[src/rtl/sccb_pkg.sv]
// Shared types and constants for the SCCB target.
package sccb_pkg;

   typedef enum logic [3:0] {
      IDLE,
      ID,
      ID_ACK,
      SUB,
      SUB_ACK,
      WDATA,
      WDATA_ACK,
      RDATA,
      RD_NA,
      WAIT_STOP
   } sccb_tgt_state_t;

   // Bit counter value while the 9th (acknowledge) clock is in progress.
   localparam logic [3:0] ACK_BIT_IDX   = 4'd8;
   localparam logic [3:0] BITS_PER_BYTE = 4'd8;

endpackage

[src/rtl/sccb_edge_sync.sv]
// Two-flop synchronizer plus registered edge detector for one bus line.
module sccb_edge_sync (
   input  logic clk_25,
   input  logic rst_n,
   input  logic din,
   output logic level,
   output logic rise,
   output logic fall
);

   logic s1, s2, prev;

   // Flops reset to 1 so an idle (pulled-up) bus produces no edge after reset.
   // NOTE: sequential state uses non-blocking assignments so every flop samples pre-edge values.
   always_ff @(posedge clk_25 or negedge rst_n) begin
      if (!rst_n) begin
         s1   <= 1'b1;
         s2   <= 1'b1;
         prev <= 1'b1;
         rise <= 1'b0;
         fall <= 1'b0;
      end else begin
         s1   <= din;
         s2   <= s1;
         prev <= s2;
         rise <= s2 & ~prev;
         fall <= ~s2 & prev;
      end
   end

   // prev updates on the same edge as rise/fall, so level is aligned with the edge pulses.
   assign level = prev;

endmodule

[src/rtl/sccb_target.sv]
// SCCB camera-side target: decodes 3-phase writes and 2-phase reads, drives ACK/read data open-drain.
module sccb_target
   import sccb_pkg::*;
#(
   parameter logic [7:0] DEV_ID = 8'h42
) (
   input  logic       clk_25,
   input  logic       rst_n,
   input  logic       scl,
   input  logic       sda_i,
   output logic       sda_oe,
   output logic       reg_wr_en,
   output logic [7:0] reg_wr_addr,
   output logic [7:0] reg_wr_data,
   output logic [7:0] rd_addr,
   input  logic [7:0] rd_data,
   output logic       busy,
   output logic       id_err
);

   logic scl_lvl, scl_rise, scl_fall;
   logic sda_lvl, sda_rise, sda_fall;
   logic start_det, stop_det;

   sccb_edge_sync u_scl_sync (
      .clk_25 (clk_25),
      .rst_n  (rst_n),
      .din    (scl),
      .level  (scl_lvl),
      .rise   (scl_rise),
      .fall   (scl_fall)
   );

   sccb_edge_sync u_sda_sync (
      .clk_25 (clk_25),
      .rst_n  (rst_n),
      .din    (sda_i),
      .level  (sda_lvl),
      .rise   (sda_rise),
      .fall   (sda_fall)
   );

   assign start_det = sda_fall & scl_lvl;
   assign stop_det  = sda_rise & scl_lvl;

   sccb_tgt_state_t state, state_d;
   logic [3:0] bit_cnt, bit_cnt_d;
   logic [7:0] shift, shift_d, shift_in;
   logic [7:0] ptr_d, wr_addr_d, wr_data_d;
   logic       rw, rw_d;
   logic       sda_oe_d, wr_en_d, busy_d, id_err_d;
   logic       ack_state;

   always_ff @(posedge clk_25 or negedge rst_n) begin
      if (!rst_n) begin
         state       <= IDLE;
         bit_cnt     <= '0;
         shift       <= '0;
         rw          <= 1'b0;
         rd_addr     <= '0;
         sda_oe      <= 1'b0;
         reg_wr_en   <= 1'b0;
         reg_wr_addr <= '0;
         reg_wr_data <= '0;
         busy        <= 1'b0;
         id_err      <= 1'b0;
      end else begin
         state       <= state_d;
         bit_cnt     <= bit_cnt_d;
         shift       <= shift_d;
         rw          <= rw_d;
         rd_addr     <= ptr_d;
         sda_oe      <= sda_oe_d;
         reg_wr_en   <= wr_en_d;
         reg_wr_addr <= wr_addr_d;
         reg_wr_data <= wr_data_d;
         busy        <= busy_d;
         id_err      <= id_err_d;
      end
   end

   assign ack_state = (state == ID_ACK) || (state == SUB_ACK) || (state == WDATA_ACK);

   always_comb begin
      // NOTE: every variable gets a default first so no path can infer a latch.
      state_d   = state;
      bit_cnt_d = bit_cnt;
      shift_d   = shift;
      rw_d      = rw;
      ptr_d     = rd_addr;
      sda_oe_d  = sda_oe;
      wr_en_d   = 1'b0;
      wr_addr_d = reg_wr_addr;
      wr_data_d = reg_wr_data;
      busy_d    = busy;
      id_err_d  = 1'b0;
      shift_in  = {shift[6:0], sda_lvl};

      if (start_det) begin
         state_d   = ID;
         bit_cnt_d = '0;
         sda_oe_d  = 1'b0;
         busy_d    = 1'b1;
      end else if (stop_det) begin
         state_d   = IDLE;
         bit_cnt_d = '0;
         sda_oe_d  = 1'b0;
         busy_d    = 1'b0;
      end else if (ack_state) begin
         // Fall after the 8th bit drives ACK; fall after the 9th bit releases it and exits.
         if (scl_rise && bit_cnt == ACK_BIT_IDX) begin
            bit_cnt_d = ACK_BIT_IDX + 4'd1;
         end else if (scl_fall && bit_cnt == ACK_BIT_IDX) begin
            sda_oe_d = 1'b1;
         end else if (scl_fall) begin
            sda_oe_d  = 1'b0;
            bit_cnt_d = '0;
            case (state)
               ID_ACK: begin
                  if (rw) begin
                     state_d  = RDATA;
                     shift_d  = rd_data;
                     sda_oe_d = ~rd_data[7];
                  end else begin
                     state_d = SUB;
                  end
               end
               SUB_ACK: state_d = WDATA;
               default: begin
                  state_d = WDATA;
                  ptr_d   = rd_addr + 8'd1;
               end
            endcase
         end
      end else begin
         case (state)
            ID, SUB, WDATA: begin
               if (scl_rise) begin
                  shift_d   = shift_in;
                  bit_cnt_d = bit_cnt + 4'd1;
                  if (bit_cnt == BITS_PER_BYTE - 4'd1) begin
                     bit_cnt_d = ACK_BIT_IDX;
                     if (state == ID) begin
                        if (shift_in[7:1] == DEV_ID[7:1]) begin
                           state_d = ID_ACK;
                           rw_d    = shift_in[0];
                        end else begin
                           state_d  = WAIT_STOP;
                           id_err_d = 1'b1;
                        end
                     end else if (state == SUB) begin
                        state_d = SUB_ACK;
                        ptr_d   = shift_in;
                     end else begin
                        state_d   = WDATA_ACK;
                        wr_en_d   = 1'b1;
                        wr_addr_d = rd_addr;
                        wr_data_d = shift_in;
                     end
                  end
               end
            end
            RDATA: begin
               if (scl_rise) begin
                  bit_cnt_d = bit_cnt + 4'd1;
               end else if (scl_fall && bit_cnt == BITS_PER_BYTE) begin
                  state_d  = RD_NA;
                  sda_oe_d = 1'b0;
               end else if (scl_fall && bit_cnt != '0) begin
                  shift_d  = {shift[6:0], 1'b0};
                  sda_oe_d = ~shift[6];
               end
            end
            RD_NA: begin
               if (scl_rise) begin
                  if (sda_lvl) begin
                     state_d = WAIT_STOP;
                  end else begin
                     ptr_d     = rd_addr + 8'd1;
                     bit_cnt_d = ACK_BIT_IDX + 4'd1;
                  end
               end else if (scl_fall && bit_cnt == ACK_BIT_IDX + 4'd1) begin
                  // Pointer moved on the ACK rise, so rd_data already reflects the next register.
                  state_d   = RDATA;
                  bit_cnt_d = '0;
                  shift_d   = rd_data;
                  sda_oe_d  = ~rd_data[7];
               end
            end
            default: ;
         endcase
      end
   end

endmodule

[config.mk]
export PLATFORM = sky130hd
export DESIGN_NAME = sccb_target
export DESIGN_NICKNAME = d
export VERILOG_FILES = /design/src/rtl/sccb_pkg.sv /design/src/rtl/sccb_edge_sync.sv /design/src/rtl/sccb_target.sv
export SDC_FILE = /design/constraint.sdc
export NUM_CORES = 1
export LEC_CHECK = 0
export ABC_AREA = 1
export CAP_MARGIN = 0
export CORE_UTILIZATION = 45
export CTS_CLUSTER_SIZE = 40
export DETAILED_ROUTE_END_ITERATION = 7
export PLACE_DENSITY = 0.67
export SYNTH_ARGS = -nofsm -noshare
export SYNTH_HDL_FRONTEND = slang
export SYNTH_SLANG_ARGS = --single-unit
[constraint.sdc]
create_clock -name clk_25 -period 5.48 [get_ports clk_25]
set_clock_uncertainty 0.05 [all_clocks]
set_input_delay 0.548 -clock clk_25 [delete_from_list [all_inputs] [get_ports clk_25]]
set_output_delay 0.548 -clock clk_25 [all_outputs]
set_load 0.01 [all_outputs]
# Word level (Yosys, flattened, before mapping)
# Index checks and enable logic that the tools add are counted.
dict set report op_classes {
  n_addsub 2
  n_eq_ne 46
  n_mux 89
  n_bitwise 17
  n_reduce_logical 21
}
# op count
set ops {}
lappend ops {{$mux 4} 28}
lappend ops {{$mux 8} 11}
lappend ops {{$mux 7} 12}
lappend ops {{$mux 1} 31}
lappend ops {{$ne 5x5->1 const B} 6}
lappend ops {{$ne 3x3->1 const B} 8}
lappend ops {{$pmux 4 s3} 2}
lappend ops {{$pmux 7 s3} 1}
lappend ops {{$eq 4x3->1 const B} 5}
lappend ops {{$pmux 8 s2} 1}
lappend ops {{$reduce_and 8->1} 2}
lappend ops {{$reduce_and 14->1} 1}
lappend ops {{$reduce_and 7->1} 2}
lappend ops {{$reduce_and 13->1} 1}
lappend ops {{$eq 4x4->1 const B} 3}
lappend ops {{$ne 6x5->1 const B} 2}
lappend ops {{$ne 6x6->1 const B} 2}
lappend ops {{$not 1->1} 11}
lappend ops {{$ne 2x2->1 const B} 5}
lappend ops {{$ne 5x3->1 const B} 2}
lappend ops {{$ne 5x4->1 const B} 2}
lappend ops {{$reduce_and 10->1} 1}
lappend ops {{$add 8x1->8 const B} 1}
lappend ops {{$eq 4x2->1 const B} 2}
lappend ops {{20 further kinds} 33}
dict set report totals {
  ff_bits 54
  in_bits 12
  out_inout_bits 28
  word_cells 196
}

# Logic depth before layout (Yosys ltp)
# Gate-level depths: netlist of the first run.
dict set report depth {
  depth_word 9
  depth_mapped 12
  depth_no_buf 12
}

# Cells and area by module
# Synthesis of the first run repeated with hierarchy kept, for this count alone.
dict set report hier_totals {
  hier_cells 438
  hier_area_um2 3179.3
}
# mod n_inst cells_per_inst area_per_inst_um2 seq_area_each_um2
set by_module_without_submodules {}
lappend by_module_without_submodules {sccb_target 1 420 2891.5 1101.1}
lappend by_module_without_submodules {sccb_edge_sync 2 9 143.9 128.9}

# Worst setup path after synthesis of the first run
# No wires, ideal clock.
dict set report synth_timing {
  path_kind {reg2reg}
  startpoint {reg bit_cnt[0]}
  endpoint {reg shift[2]}
  setup_time_ps 117
  arrival_ps 1588
  t_required_ps 5313
  setup_slack_ps 3726
  path_stages_with_launch 11
  path_buffers 0
  synth_period_minus_slack_ps 1754
  cell_sequence {dfrtp_1 inv_1 ha_1 nand3_1 nor2_1 inv_1 o21ai_0 nor3_4 nand2_2 nand2_1 nand2_1}
}
dict set report synth_via {
  elab_chain_cells 4
  word_cells_on_any_way 13
  classes_between {eq/ne (7); reduce/logical (6)}
}
# element line_no
set synth_rtl {}
lappend synth_rtl {{from (decl)} sccb_target.sv:47} ;# logic [3:0] bit_cnt, bit_cnt_d;
lappend synth_rtl {{from (signal assigned)} sccb_target.sv:69} ;# bit_cnt <= bit_cnt_d;
lappend synth_rtl {{$eq 4x4->1 (tied with other cells)} sccb_target.sv:182} ;# end else if (scl_fall && bit_cnt == ACK_BIT_IDX + 4'd1) begin
lappend synth_rtl {{$logic_and 1x1->1, on equally long branches} -}
lappend synth_rtl {{$ne 3x3->1 (no source line) or $ne 2x2->1 (tied branches)} -}
lappend synth_rtl {{$reduce_and 14->1 (no source line) *} -}
lappend synth_rtl {{to (signal assigned)} sccb_target.sv:70} ;# shift <= shift_d;
lappend synth_rtl {{to (decl)} sccb_target.sv:48} ;# logic [7:0] shift, shift_d, shift_in;
# Mark *: on every way between the ends. The rest lies on a longest branch, timed or not.
# A chain may end at the register's enable or synchronous reset.

# Final worst setup path of the first run
dict set report layout_timing {
  startpoint {reg u_sda_sync.rise}
  endpoint {reg reg_wr_data[3]}
}
dict set report layout_via {
  elab_chain_cells 3
}
# element line_no
set layout_rtl {}
lappend layout_rtl {{from (decl)} sccb_edge_sync.sv:7} ;# output logic rise,
lappend layout_rtl {{from (signal assigned)} sccb_edge_sync.sv:26} ;# rise <= s2 & ~prev;
lappend layout_rtl {{$and 1x1->1} sccb_target.sv:44} ;# assign stop_det = sda_rise & scl_lvl;
lappend layout_rtl {{$not 1->1 (no source line)} -}
lappend layout_rtl {{$reduce_and 8->1 (no source line)} -}
lappend layout_rtl {{to (signal assigned)} sccb_target.sv:76} ;# reg_wr_data <= wr_data_d;
lappend layout_rtl {{to (decl)} sccb_target.sv:14} ;# output logic [7:0] reg_wr_data,
# Every way passes these cells.

==> results by group, run 1 <==
Power
  • Max rail drop VDD: 0.214 mV
  • Leakage: 0.00170 uW
  • PD cells: 536 nW/um^2
  • PnR Total Power: roughly 1900 uW

Clocking
  • H-tree lvl count: 2
  • Post-CTS resize count: 0
  • # hold bufs at CTS: 0
  • Setup bufs post-CTS: 0
  • CTS max path bufs: 2
  • Worst-path clk slew: ~100 ps
  • CTS tree: done
  • Worst-Skew Late Latency: 320 ps
  • Clock Root Buffer: clkbuf_8
  • Clock Sinks: 54
  • Number of buffers created by CTS: 5

Route
  • Detailed Route Iter0 Violations: 123
  • Avg WL per Cell: 14.1 um
  • Vias per cell: ~5.2
  • DRC errors left: 0
  • Final wirelength: between 7 and 8 mm
  • First-pass iteration count of the detailed router: 4
  • ANT nets after route: 0
  • DR vias: 2,647

Global routing
  • Largest net degree at the start of global routing: 55
  • First-pass GRT wire length: approximately 12 mm
  • GRT Total Usage: 22.2%
  • Initial antenna violation count: 0
  • Grt ovf: 0
  • Vias in the first global route: 2,509

Timing
  • Setup_tns: 0 ps
  • Min cycle time layout: roughly 2500 ps
  • FMAX: 398 MHz
  • RSZ-0062 raised after global routing: no
  • Final hold slack: 293 ps
  • Endpoints failing setup: 0
  • Tightest Pin Transition: 995 ps
  • Max Slew Vio Count: 0
  • Final Hold Fails: 0
  • Tcrit/Tclk final: 45.9%
  • Relative slew slack: 33.5%

Layout
  • Nets: roughly 450
  • Fin util: between 50% and 60%
  • Area growth syn-to-layout: 18.0%
  • Share of layout cells above drive strength 1: 8.74%
  • Most common cell after layout, fill and taps aside: nand2_1
  • Design Area, Final: about 3500 sq um
  • Commonest non-fill, non-tap cells in the layout: nand2_1, dfrtp_1, clkdlybuf4s50_1
  • Antenna diodes: 0
  • Fill count: 629

Yosys
  • Synth Cell Area: approximately 2900 sq um
  • Syn_area_per_cell: 7.43 sq um
  • Yosys top cell area share: about two fifths
  • Syn. warnings: 0
  • Mapped Cells: a little under 400
  • Synth area leader: dfrtp_1
  • Synth Net Count: 413
  • Share of the yosys chip area belonging to registers: 46.1%
  • Ranking of synthesized cells by area: dfrtp_1, nand2_1, nand3_1
  • Yosys reg bits: 54
  • Yosys cell types: 27

Floorplanning
  • Core box area: 6350 sq um
  • Die W: 82.9 um
  • Initial Utilization: roughly 46%
  • # rows: 29
  • Die Y: 82.9 um
  • Die area: 6880 sq um
  • IO Pins: 40

Setup path
  • Worst Path Required: 5600 ps
  • Data arrival, critical path: 2640 ps
  • Setup CP Type: reg -> reg
  • Startpoint Class: flip-flop
  • CP Capture Type: flip-flop
  • Crit-path max FO: 30

Worst hold path
  • Worst min path class: in -> async

Placement
  • Buffers on Ports: 39
  • Dpl cell area: approximately 3400 sq um
  • Detail Placement HPWL: 5.36 mm
  • Last weighted congestion value of the routability-driven placer: between 0.9 and 1

Run
  • MaxCap Viol Count: 0

Outcome
  • Status: completed
cell type report:
cell class / count / area [sq um] / share of cell area, %
Clock buffer: 5 / 68.8 / 1.98
Clock inverter: 2 / 13.8 / 0.396
Inverter: 40 / 150 / 4.32
Multi-Input combinational cell: 294 / 1400 / 40.2
Sequential cell: 54 / 1360 / 39.1
Tap cell: 77 / 96.3 / 2.77
Timing Repair Buffer: 40 / 393 / 11.3
worst max-delay path: stages, from the launching register on:
cell	delay [ps]
dfrtp_1	380
o21ai_1	670
nand3_1	250
nor2_1	140
nand2_1	570
nand2_1	230
o21ai_1	90
metrics by stage:
stage	setup slack, ps	cells
finish	2970	512
global route	2700	512
CTS	2960	512
detailed placement	2970	505
global placement	3080	505
floorplan	3730	397
logic make-up after synthesis:
logic type | count (synthesis) | share of synthesized area [%]
simple gates | 228 | 33.4
fa+ha+maj | 4 | 1.70
xor+xnor | 5 | 1.49
flops | 54 | 46.1
buf+inv | 49 | 6.49
compound gates | 57 | 10.8
synth_stat cells:
library cell	n
a21oi_1	8
nand4_1	5
dfstp_2	6
a21oi_2	1
inv_2	7
inv_1	33
nor2_2	9
o21ai_1	20
nand3b_1	6
o211ai_1	2
xnor2_1	1
dfrtp_1	48
o21ai_2	2
nor3_4	1
clkbuf_1	3
o21ai_0	20
ha_1	4
buf_2	6
nor2b_1	1
nand2_1	136
o211a_1	1
nor3_1	7
o2111ai_1	3
nor2_1	27
xor2_1	4
nand3_1	33
nand2_2	3
final timing paths:
path,start,to,cells past startpoint,slack [ps]
setup / recovery,u_sda_sync.rise,reg_wr_data[3],6,2970
hold / removal,rst_n,shift[4],2,290
setup reg to reg,u_sda_sync.rise,reg_wr_data[3],6,2970
hold reg to reg,u_sda_sync.s1,u_sda_sync.s2,0,310
max in group asynchronous,rst_n,busy,2,4610
min in group clk_25,u_sda_sync.s1,u_sda_sync.s2,0,310
power by group:
part	internal [uW]	switching, uW
clock network	88.8	136
logic	353	686
registers	493	107
routing by layer:
layer / wire (um) / share of wire [%] / global-route usage [%]
met5: 0 / 0 / 0
met4: 76 / 1.1 / 5.80
met3: 195 / 2.7 / 2.88
met2: 3110 / 43 / 34.0
met1: 3820 / 53 / 33.3
registers in the layout (all words and copies together), names as in the netlist, 4 cells and up:
name / cells
shift: 7
state: 4
rd_addr: 8
reg_wr_addr: 8
bit_cnt: 4
reg_wr_data: 8
No activity file was read; power rests on OpenSTA's default activity.
==> run 2: changes to the inputs <==
Clock period 5.48 ns to 2.4 ns, I/O delays scaled along.
==> results by group, run 2 (same netlist as run 1, synthesis figures left out) <==
Timing
  • Min cycle time layout: 2130 ps (-381 ps)
  • Setup_tns: 0 ps (unchanged)
  • FMAX: 469 MHz (+18%)
  • Relative slew slack: 65.6% (+32 points)
  • Tightest Pin Transition: 512 ps (-483 ps)
  • Endpoints failing setup: 0 (unchanged)
  • Worst Slack Setup Final: 267 ps (-2700 ps)
  • Final Hold Fails: 0 (unchanged)
  • Tcrit/Tclk final: 88.9% (+43 points)
  • Max Slew Vio Count: 0 (unchanged)
  • RSZ-0062 raised after global routing: no

Placement
  • Detail Placement HPWL: 5.43 mm (+1.4%)
  • Placed insts: 508 (+0.59%)
  • Last weighted congestion value of the routability-driven placer: 0.985 (-0.61%)
  • Place WS: 253 ps (-2710 ps)
  • Buffers on Ports: 39 (unchanged)

Route
  • DR vias: 2,735 (+3.3%)
  • First-pass iteration count of the detailed router: 5 (+1)
  • Avg WL per Cell: 13.9 um (-1.3%)
  • DRC errors left: 0 (unchanged)
  • Final wirelength: 7.18 mm (-0.35%)
  • Vias per cell: 5.29 (+2.3%)
  • Detailed Route Iter0 Violations: 219 (+78%)
  • ANT nets after route: 0 (unchanged)

Global routing
  • Largest net degree at the start of global routing: 38 (-31%)
  • Grt ovf: 0 (unchanged)
  • GRT Total Usage: 22.2% (-0.029 points)
  • First-pass GRT wire length: 12.4 mm (+0.39%)
  • Vias in the first global route: 2,531 (+0.88%)
  • Initial antenna violation count: 0 (unchanged)

Floorplanning
  • Die area: 6880 sq um (unchanged)
  • IO Pins: 40 (unchanged)
  • Die W: 82.9 um (unchanged)
  • # rows: 29 (unchanged)
  • Die Y: 82.9 um (unchanged)
  • Initial Utilization: 46.4% (unchanged)
  • Core box area: 6350 sq um (unchanged)

Layout
  • Multi-input combinational cell area: 1400 sq um (unchanged)
  • Antenna diodes: 0 (unchanged)
  • Nets: 455 (+0.89%)
  • Commonest non-fill, non-tap cells in the layout: nand2_1, dfrtp_1, clkdlybuf4s50_1
  • Most common cell after layout, fill and taps aside: nand2_1
  • Share of layout cells above drive strength 1: 9.55% (+0.81 points)
  • Area growth syn-to-layout: 19.7%
  • Largest regs: rd_addr (8), reg_wr_addr (8), reg_wr_data (8)
  • Storage cell area: 1360 sq um (unchanged)
  • Fin cells: 517 (+0.98%)
  • Fill count: 627 (-0.32%)

Clocking
  • Clock Sinks: 54 (unchanged)
  • CTS max path bufs: 2 (unchanged)
  • H-tree lvl count: 2 (unchanged)
  • # hold bufs at CTS: 1 (+1)
  • CTS tree: done
  • Worst-path clk slew: 100 ps (about the same)
  • Post-CTS resize count: 0 (unchanged)
  • Setup bufs post-CTS: 0 (unchanged)
  • Worst-Skew Late Latency: 310 ps (about the same)
  • Number of buffers created by CTS: 5 (unchanged)
  • Clock Root Buffer: clkbuf_8

Setup path
  • Setup CP Type: reg -> reg
  • Startpoint Class: flip-flop
  • Worst R2R End: rd_addr[5]
  • FF-to-FF setup slack: 270 ps (-2700 ps)
  • Worst Path Required: 2530 ps (-3070 ps)
  • CP Capture Type: flip-flop
  • Crit-path max FO: 13 (-57%)
  • Worst Reg2Reg Path Length in Cells: 8 (+2)
  • Data arrival, critical path: 2270 ps (-370 ps)
  • RR Startpoint: u_sda_sync.rise

Power
  • PD cells: 1220 nW/um^2 (+130%)
  • Leakage: 0.00173 uW (+1.5%)
  • Max rail drop VDD: 0.474 mV (+120%)
  • PnR Total Power: 4310 uW (+130%)

Outcome
  • Status: completed

Worst hold path
  • Hold wc startpoint: scl
  • Worst min path class: in -> reg
  • WHS Endpoint: u_scl_sync.s1
  • Hold Path Cell Cnt: 1

Run
  • MaxCap Viol Count: 0 (unchanged)
-- run 2: final cells by class --
class                           count  share of cell area (%)
Inverter                           40                    4.26
Clock inverter                      3                   0.532
Multi-Input combinational cell    294                    39.6
Sequential cell                    54                    38.5
Tap cell                           77                    2.73
Timing Repair Buffer               44                    12.4
Clock buffer                        5                    1.95
-- run 2: metrics by stage --
stage	util, %	hold WS [ps]	instance area, sq um
floorplan	-	-106	2950
CTS	55.6	271	3530
finish	55.6	282	3530
detailed placement	54.0	153	3430
global route	55.6	263	3530
global placement	54.0	154	3430
-- run 2: worst max path at each step --
stage / endpoint / start / cells after the start / slack [ps]
after floorplan: shift[2] / bit_cnt[0] / 10 / 650
final: rd_addr[5] / u_sda_sync.rise / 8 / 270
after global placement: rd_addr[6] / u_sda_sync.rise / 8 / 250
after CTS: rd_addr[5] / u_sda_sync.rise / 8 / 240
after global routing: rd_addr[4] / u_sda_sync.rise / 8 / 20
after detailed placement: rd_addr[5] / u_sda_sync.rise / 8 / 250
-- run 2: power breakdown --
part	switching [uW]	leakage, uW	internal, uW
logic	1590	0.000988	831
clock network	317	0.0000483	207
registers	234	0.000694	1130
total	2140	0.00173	2160
-- run 2: worst max-delay path: stages, from the launching register on --
cell	delay [ps]
dfrtp_1	390
o21ai_1	440
o21ai_0	170
nor2_1	190
nand2_1	90
nor2_2	180
nand2_1	290
nand2_1	130
o21ai_0	90
-- run 2: layer usage --
metal	vias to the layer above	global-route usage, %	part of all wire, %
met5	-	0	0
li1	1361	-	-
met1	1284	33.1	49
met4	0	6.74	1.5
met2	78	32.9	45
met3	12	3.78	5.2
